## src/rtl/fp_ci_initiator.sv

```systemverilog
// Initiator side of a multi-cycle custom-instruction port: queues operand pairs,
// issues one start/done transaction per pair, and returns results via valid/ready.
module fp_ci_initiator #(
    parameter int unsigned    DW      = 32,
    parameter int unsigned    DEPTH   = 4,
    parameter int unsigned    TIMEOUT = 255,
    parameter logic [DW-1:0]  NAN_VAL = 32'h7FC00000
) (
    input  logic          clk,
    input  logic          reset,
    input  logic          in_valid,
    input  logic [DW-1:0] in_dataa,
    input  logic [DW-1:0] in_datab,
    output logic          in_ready,
    output logic          ci_clk_en,
    output logic          ci_start,
    output logic [DW-1:0] ci_dataa,
    output logic [DW-1:0] ci_datab,
    input  logic [DW-1:0] ci_result,
    input  logic          ci_done,
    output logic          res_valid,
    output logic [DW-1:0] res_data,
    input  logic          res_ready,
    input  logic          err_clear,
    output logic          busy,
    output logic          timeout_err,
    output logic [15:0]   issued_count
);

    localparam int AW = (DEPTH > 1) ? $clog2(DEPTH) : 1;
    localparam int CW = (TIMEOUT > 1) ? $clog2(TIMEOUT) : 1;

    localparam logic [1:0] S_IDLE  = 2'd0;
    localparam logic [1:0] S_ISSUE = 2'd1;
    localparam logic [1:0] S_WAIT  = 2'd2;
    localparam logic [1:0] S_RESP  = 2'd3;

    logic [1:0]    state;
    logic [AW:0]   wr_ptr;
    logic [AW:0]   rd_ptr;
    logic [CW-1:0] wait_cnt;
    logic [DW-1:0] mem_a [DEPTH];
    logic [DW-1:0] mem_b [DEPTH];

    logic empty;
    logic full;
    logic push;
    logic pop;

    // The extra pointer bit separates a full ring from an empty one.
    assign empty = (wr_ptr == rd_ptr);
    assign full  = (wr_ptr[AW] != rd_ptr[AW]) && (wr_ptr[AW-1:0] == rd_ptr[AW-1:0]);
    assign push  = in_valid && !full;
    assign pop   = (state == S_ISSUE);

    assign in_ready  = !full;
    assign ci_clk_en = !reset;
    assign ci_start  = (state == S_ISSUE);
    assign res_valid = (state == S_RESP);
    assign busy      = (state != S_IDLE) || !empty;

    always_ff @(posedge clk) begin
        if (push) begin
            mem_a[wr_ptr[AW-1:0]] <= in_dataa;
            mem_b[wr_ptr[AW-1:0]] <= in_datab;
        end
    end

    always_ff @(posedge clk or posedge reset) begin
        if (reset) begin
            state        <= S_IDLE;
            wr_ptr       <= '0;
            rd_ptr       <= '0;
            wait_cnt     <= '0;
            ci_dataa     <= '0;
            ci_datab     <= '0;
            res_data     <= '0;
            timeout_err  <= 1'b0;
            issued_count <= '0;
        end else begin
            if (push) wr_ptr <= wr_ptr + 1'b1;
            if (pop)  rd_ptr <= rd_ptr + 1'b1;
            // A timeout raised below overrides a simultaneous clear.
            if (err_clear) timeout_err <= 1'b0;

            unique case (state)
                S_IDLE: begin
                    // Operands are latched here so they are valid during the start pulse.
                    if (!empty) begin
                        ci_dataa <= mem_a[rd_ptr[AW-1:0]];
                        ci_datab <= mem_b[rd_ptr[AW-1:0]];
                        state    <= S_ISSUE;
                    end
                end
                S_ISSUE: begin
                    issued_count <= issued_count + 16'd1;
                    wait_cnt     <= '0;
                    state        <= S_WAIT;
                end
                S_WAIT: begin
                    if (ci_done) begin
                        res_data <= ci_result;
                        state    <= S_RESP;
                    end else if (wait_cnt == CW'(TIMEOUT - 1)) begin
                        res_data    <= NAN_VAL;
                        timeout_err <= 1'b1;
                        state       <= S_RESP;
                    end else begin
                        wait_cnt <= wait_cnt + 1'b1;
                    end
                end
                S_RESP: begin
                    if (res_ready) state <= S_IDLE;
                end
                default: state <= S_IDLE;
            endcase
        end
    end

endmodule
```

## config.mk

```make
export PLATFORM = sky130hd
export DESIGN_NAME = fp_ci_initiator
export DESIGN_NICKNAME = d
export VERILOG_FILES = /design/src/rtl/fp_ci_initiator.sv
export SDC_FILE = /design/constraint.sdc
export NUM_CORES = 1
export LEC_CHECK = 0
export ABC_AREA = 0
export CAP_MARGIN = 20
export CORE_ASPECT_RATIO = 1.1
export CORE_UTILIZATION = 35
export CTS_CLUSTER_SIZE = 12
export DETAILED_ROUTE_END_ITERATION = 12
export PLACE_DENSITY = 0.62
export SYNTH_ARGS = -nofsm -noshare
export SYNTH_HDL_FRONTEND = slang
export SYNTH_SLANG_ARGS = --single-unit
```

## constraint.sdc

```tcl
create_clock -name clk -period 10.9 [get_ports clk]
set_input_delay 2.18 -clock clk [delete_from_list [all_inputs] [get_ports clk]]
set_output_delay 2.18 -clock clk [all_outputs]
set_load 0.01 [all_outputs]
```

Word level (Yosys, flattened, before mapping)
Memory sizes are Yosys's and may differ from the RTL's. A register that Yosys moved wholly into a read port is not among the register bits.
Index checks and enable logic that the tools add are counted.
{"block": "totals", "n_memories": 2, "mem_bits_rw": 256, "mem_bits_ro": 0, "input_bits": 102, "reg_bits": 65, "word_cells": 56, "latch_bits": 0, "output_inout_bits": 118}
{"block": "op_classes", "n_reduce_logical": 14, "n_addsub": 4, "shifts": 0, "magnitude_cmp": 0, "eq_ne": 12, "bitwise_logic": 1, "n_mux": 16, "div": 0, "mul": 0}
{"name": "mem_a", "depth": 4, "word_bits": 32, "read_ports": 1, "rd_clocked_by_memory_dff": 1, "write_ports": 1, "line": "42", "rtl": "logic [DW-1:0] mem_a [DEPTH];"}
{"name": "mem_b", "depth": 4, "word_bits": 32, "read_ports": 1, "rd_clocked_by_memory_dff": 1, "write_ports": 1, "line": "43", "rtl": "logic [DW-1:0] mem_b [DEPTH];"}
{"operator": "two-way mux 32 bit", "count": 2}
{"operator": "adder 16 x 1 -> 16 bit, second input constant", "count": 1}
{"operator": "two-way mux 8 bit", "count": 2}
{"operator": "one-hot mux 8 bit (2 select lines)", "count": 1}
{"operator": "adder 8 x 1 -> 8 bit, second input constant", "count": 1}
{"operator": "== test 8 bit, second input constant", "count": 1}
{"operator": "two-way mux 2 bit", "count": 4}
{"operator": "one-hot mux 2 bit (4 select lines)", "count": 1}
{"operator": "adder 3 x 1 -> 3 bit, second input constant", "count": 2}
{"operator": "two-way mux 1 bit", "count": 6}
{"operator": "!= test 2 bit, second input constant", "count": 3}
{"operator": "AND reduction 3 bit", "count": 2}
{"operator": "nonzero test 2 bit", "count": 3}
{"operator": "== test 2 bit, second input constant", "count": 2}
{"operator": "AND reduction 2 bit", "count": 2}
{"operator": "== test 3 bit", "count": 1}
{"operator": "logical NOT 1 bit", "count": 3}
{"operator": "!= test 3 bit, second input constant", "count": 1}
{"operator": "== test 2 x 1 -> 1 bit, second input constant", "count": 1}
{"operator": "== test 2 bit", "count": 1}
{"operator": "logical AND 1 bit", "count": 2}
{"operator": "logical NOT 2 bit", "count": 1}
{"operator": "!= test 2 x 1 -> 1 bit, second input constant", "count": 1}
{"operator": "logical OR 1 bit", "count": 1}
{"operator": "2 further kinds", "count": 2}

Depth between registers and ports, before layout
{"block": "depth", "word_depth": 6, "mapped_depth": 8, "mapped_depth_nobuf": 6}

Worst setup path before layout
Ideal clock, no wire load.
{"block": "synth_timing", "path_type": "input-to-output", "start": "input reset", "end": "output ci_clk_en", "t_arrival_ns": 4.890, "n_path_buf": 0, "path_slack_ns": 3.830, "required_ns": 8.720, "cell_stages": 1, "cell_sequence": "inv_1"}
{"block": "synth_between", "elab_chain_cells": 1}
{"element": "start, declared", "line": "10", "rtl": "input logic reset,"}
{"element": "logical NOT 1 bit (no line)"}
{"element": "end, declared", "line": "15", "rtl": "output logic ci_clk_en,"}
Every way passes these cells.

Final worst setup path
Same ends and word-level chain as after synthesis.

==> run metrics <==
Clock Skew between 0.02 and 0.025 ns; reg2reg setup slack ~8.2 ns; startpoint types input pin; top sig layer met5; area grow syn2layout 29.1%; PortBufs between 200 and 250; Seq pwr share between 40% and 50%; post-synthesis cell count between 600 and 700; antenna cells 0; Tmin final a little over 6 ns; Final #Nets between 1000 and 1500; Post-route DRC 0; Ports 220; number of hold buffers added after CTS 0; core area slightly above 40000 um2; Via-to-Cell Ratio 4.89; Hold Crit Class flop to flop; RD Place Congestion 0.711; Cell Rows 77; met3 WL between 1500 and 2000 um; reg2reg start rd_ptr[0]; fraction of layout cells with a size suffix above 1 between 20% and 30%; Final Max Tran Viols 0; vias in the first global route between 7000 and 8000; Comb power frac between 30% and 40%; sequential area share after synthesis between 70% and 80%; final wirelength between 30000 and 40000 um; CP dominant cell by count clkdlybuf4s50_1; Worst EP required ~8.7 ns; Final Hold Viols 0; met1 wire length between 10000 and 15000 um; NetSw 1.54 mW; CP peak stage delay between 0.6 and 0.7 ns; fraction of the cycle the final worst path needs a little under three fifths; Reg clk slew, reported paths 0.05 ns; routed length per placed instance just over 20 um; critical path endpoint category primary output; HP Start issued_count[15]; crit path kind input pin to primary output; RSZ-0062 raised after global routing no; Post-DRT Antenna Nets 0; Yosys Warn Count 0; crit path DAT approximately 4.0 ns; syn avg cell area slightly above 20 um2; Die Span X about 200 um; drt initial violations about 270; power share of the clock group around a quarter; drt first pass iters 4; crit-path max FO 86; TNS Setup 0 ns; H-tree Lvls 2; PwrDens about 290 nW/um2; met2 wire length around 14000 um; antenna violations before repair 2; clk buf depth 3; Cell Count Post-Placement 1411; final setup fails 0; Non-Filler Instances around 1500; Tot GR Track Use 14.9%; Peak VDD IR approximately 0.00018 V; die area 42000 um2; Post-DP HPWL between 15000 and 20000 um; DR vias about 7300; Net Sw Frac between 20% and 30%; fmax between 0.15 and 0.2 GHz; distinct cell type count after synthesis 40; first-pass GRT wire length ~47000 um; insertion delay to the later sink of the worst-skew pair ~0.57 ns; Synth area leaders edfxtp_1 53%, dfrtp_1 22%, mux4_2 10%, mux2_2 5.0%, a22o_1 1.4%; Worst-Margin Slew about 1.1 ns; commonest cells in the netlist 256 x edfxtp_1, 129 x dfrtp_1, 64 x mux2_2, 64 x mux4_2, 23 x a22o_1; post-synthesis async set-or-reset flop share 33.5%; Pleak roughly 6.6 nW; Initial Util between 30% and 40%; CTS sink cnt slightly below 400; syn_nets about 800; share of the synthesized area in the top cell type a little over half; CTS tree done; crit-path cells clkdlybuf4s50_1, inv_6, clkdlybuf4s50_1; Synth area leader edfxtp_1; RR Endpoint ci_dataa[19]; Cell Area, Synth around 14000 um2; post-CTS setup buffers 0; ys flop type edfxtp_1; largest net degree at the start of global routing 87; reg2reg path depth 3; status finished clean; Internal 3.83 mW; most numerous cell in the Yosys netlist edfxtp_1; end of the worst hold path issued_count[15]; global route total overflow 0; Seq cells post-synth 385; die height 215 um; hold-critical path depth 1; slowest CP cell clkdlybuf4s50_1; Slew headroom approximately 29%; post-CTS sizing 0; number of max-cap violations 0; total CTS buffers 43; root buffer cell clkbuf_16; Post-synth EDFFs 256
kinds of logic after synthesis:
| family | Yosys count | share of synthesized area [%] |
|---|---|---|
| flip-flops | 385 | 75.7 |
| multiplexers | 135 | 15.5 |
| AND/OR/NAND/NOR | 59 | 2.19 |
| AO/OA/AOI/OAI | 45 | 2.61 |
| buffers and inverters | 38 | 1.34 |
| XOR/XNOR | 24 | 1.46 |
| adder cells (fa/ha/maj) | 13 | 1.13 |
final cells by class:
class | count | area [um2]
Fill cell | 3491 | 21800
Sequential cell | 385 | 10900
Multi-Input combinational cell | 276 | 3320
Timing Repair Buffer | 229 | 2280
Clock buffer | 63 | 1220
Tap cell | 513 | 642
Clock inverter | 17 | 181
Inverter | 9 | 38.8
worst max-delay path by stage:
stage                from  slack, ns   endpoint  depth (start not counted)
global route        reset       4.57  ci_clk_en                          3
floorplan           reset       3.83  ci_clk_en                          1
finish              reset       4.76  ci_clk_en                          3
global placement    reset       4.64  ci_clk_en                          3
detailed placement  reset       4.67  ci_clk_en                          3
CTS                 reset       4.66  ci_clk_en                          3
flip-flops by register name (all words and copies together), names as in the netlist:
name and count:
ci_datab 32, timeout_err 1, wr_ptr 3, wait_cnt 8, issued_count 16, mem_b 128
rd_ptr 3, state 2, ci_dataa 32, res_data 32, mem_a 128
worst max-delay path, delay by kind of cell:
family | cells | cell delay, ns
buffers and inverters | 3 | 1.78
cells in the final DEF, fill, tap and decap left out, types with 3 or more instances in the layout:
| cell type | n |
|---|---|
| xor2_1 | 9 |
| nand3_1 | 14 |
| mux2_2 | 64 |
| o21ai_0 | 3 |
| edfxtp_1 | 256 |
| buf_4 | 9 |
| nor3_1 | 4 |
| clkbuf_16 | 44 |
| clkinv_2 | 7 |
| inv_1 | 8 |
| mux4_2 | 64 |
| xnor2_1 | 15 |
| clkbuf_8 | 5 |
| nand4_1 | 5 |
| and3_4 | 4 |
| ha_1 | 13 |
| dfrtp_1 | 127 |
| o22a_1 | 9 |
| clkdlybuf4s50_1 | 219 |
| bufinv_16 | 3 |
| mux2_1 | 5 |
| clkbuf_1 | 14 |
| a22o_1 | 23 |
| nand2_1 | 11 |
| nand2b_1 | 3 |
| nor2_1 | 7 |
power by group through the flow:
stage	registers, mW	logic [mW]	clock network [mW]
2_1_floorplan	2.29	0.966	0
3_5_place_dp	2.30	1.71	0
6_report	2.26	1.69	1.42
4_1_cts	2.27	1.72	1.47
3_3_place_gp	2.28	1.70	0
5_1_grt	2.32	1.83	1.52
metal layers:
metal / GRT usage [%] / up-vias
li1: - / 3277
met1: 19.4 / 3747
met2: 24.0 / 223
met3: 3.66 / 48
met4: 5.64 / 2
met5: 0 / -
metrics by stage:
step	cell area (um2)	power [mW]	hold slack (ns)	setup WS (ns)	utilization (%)
after floorplan	14400	3.26	0.460	3.83	-
after global placement	17200	3.98	0.470	4.64	42.6
after detailed placement	17200	4.01	0.468	4.67	42.6
after CTS	18600	5.47	0.475	4.66	46.1
after global routing	18600	5.66	0.511	4.57	46.1
final	18600	5.36	0.471	4.76	46.1
Power figures use the tool's default switching activity.
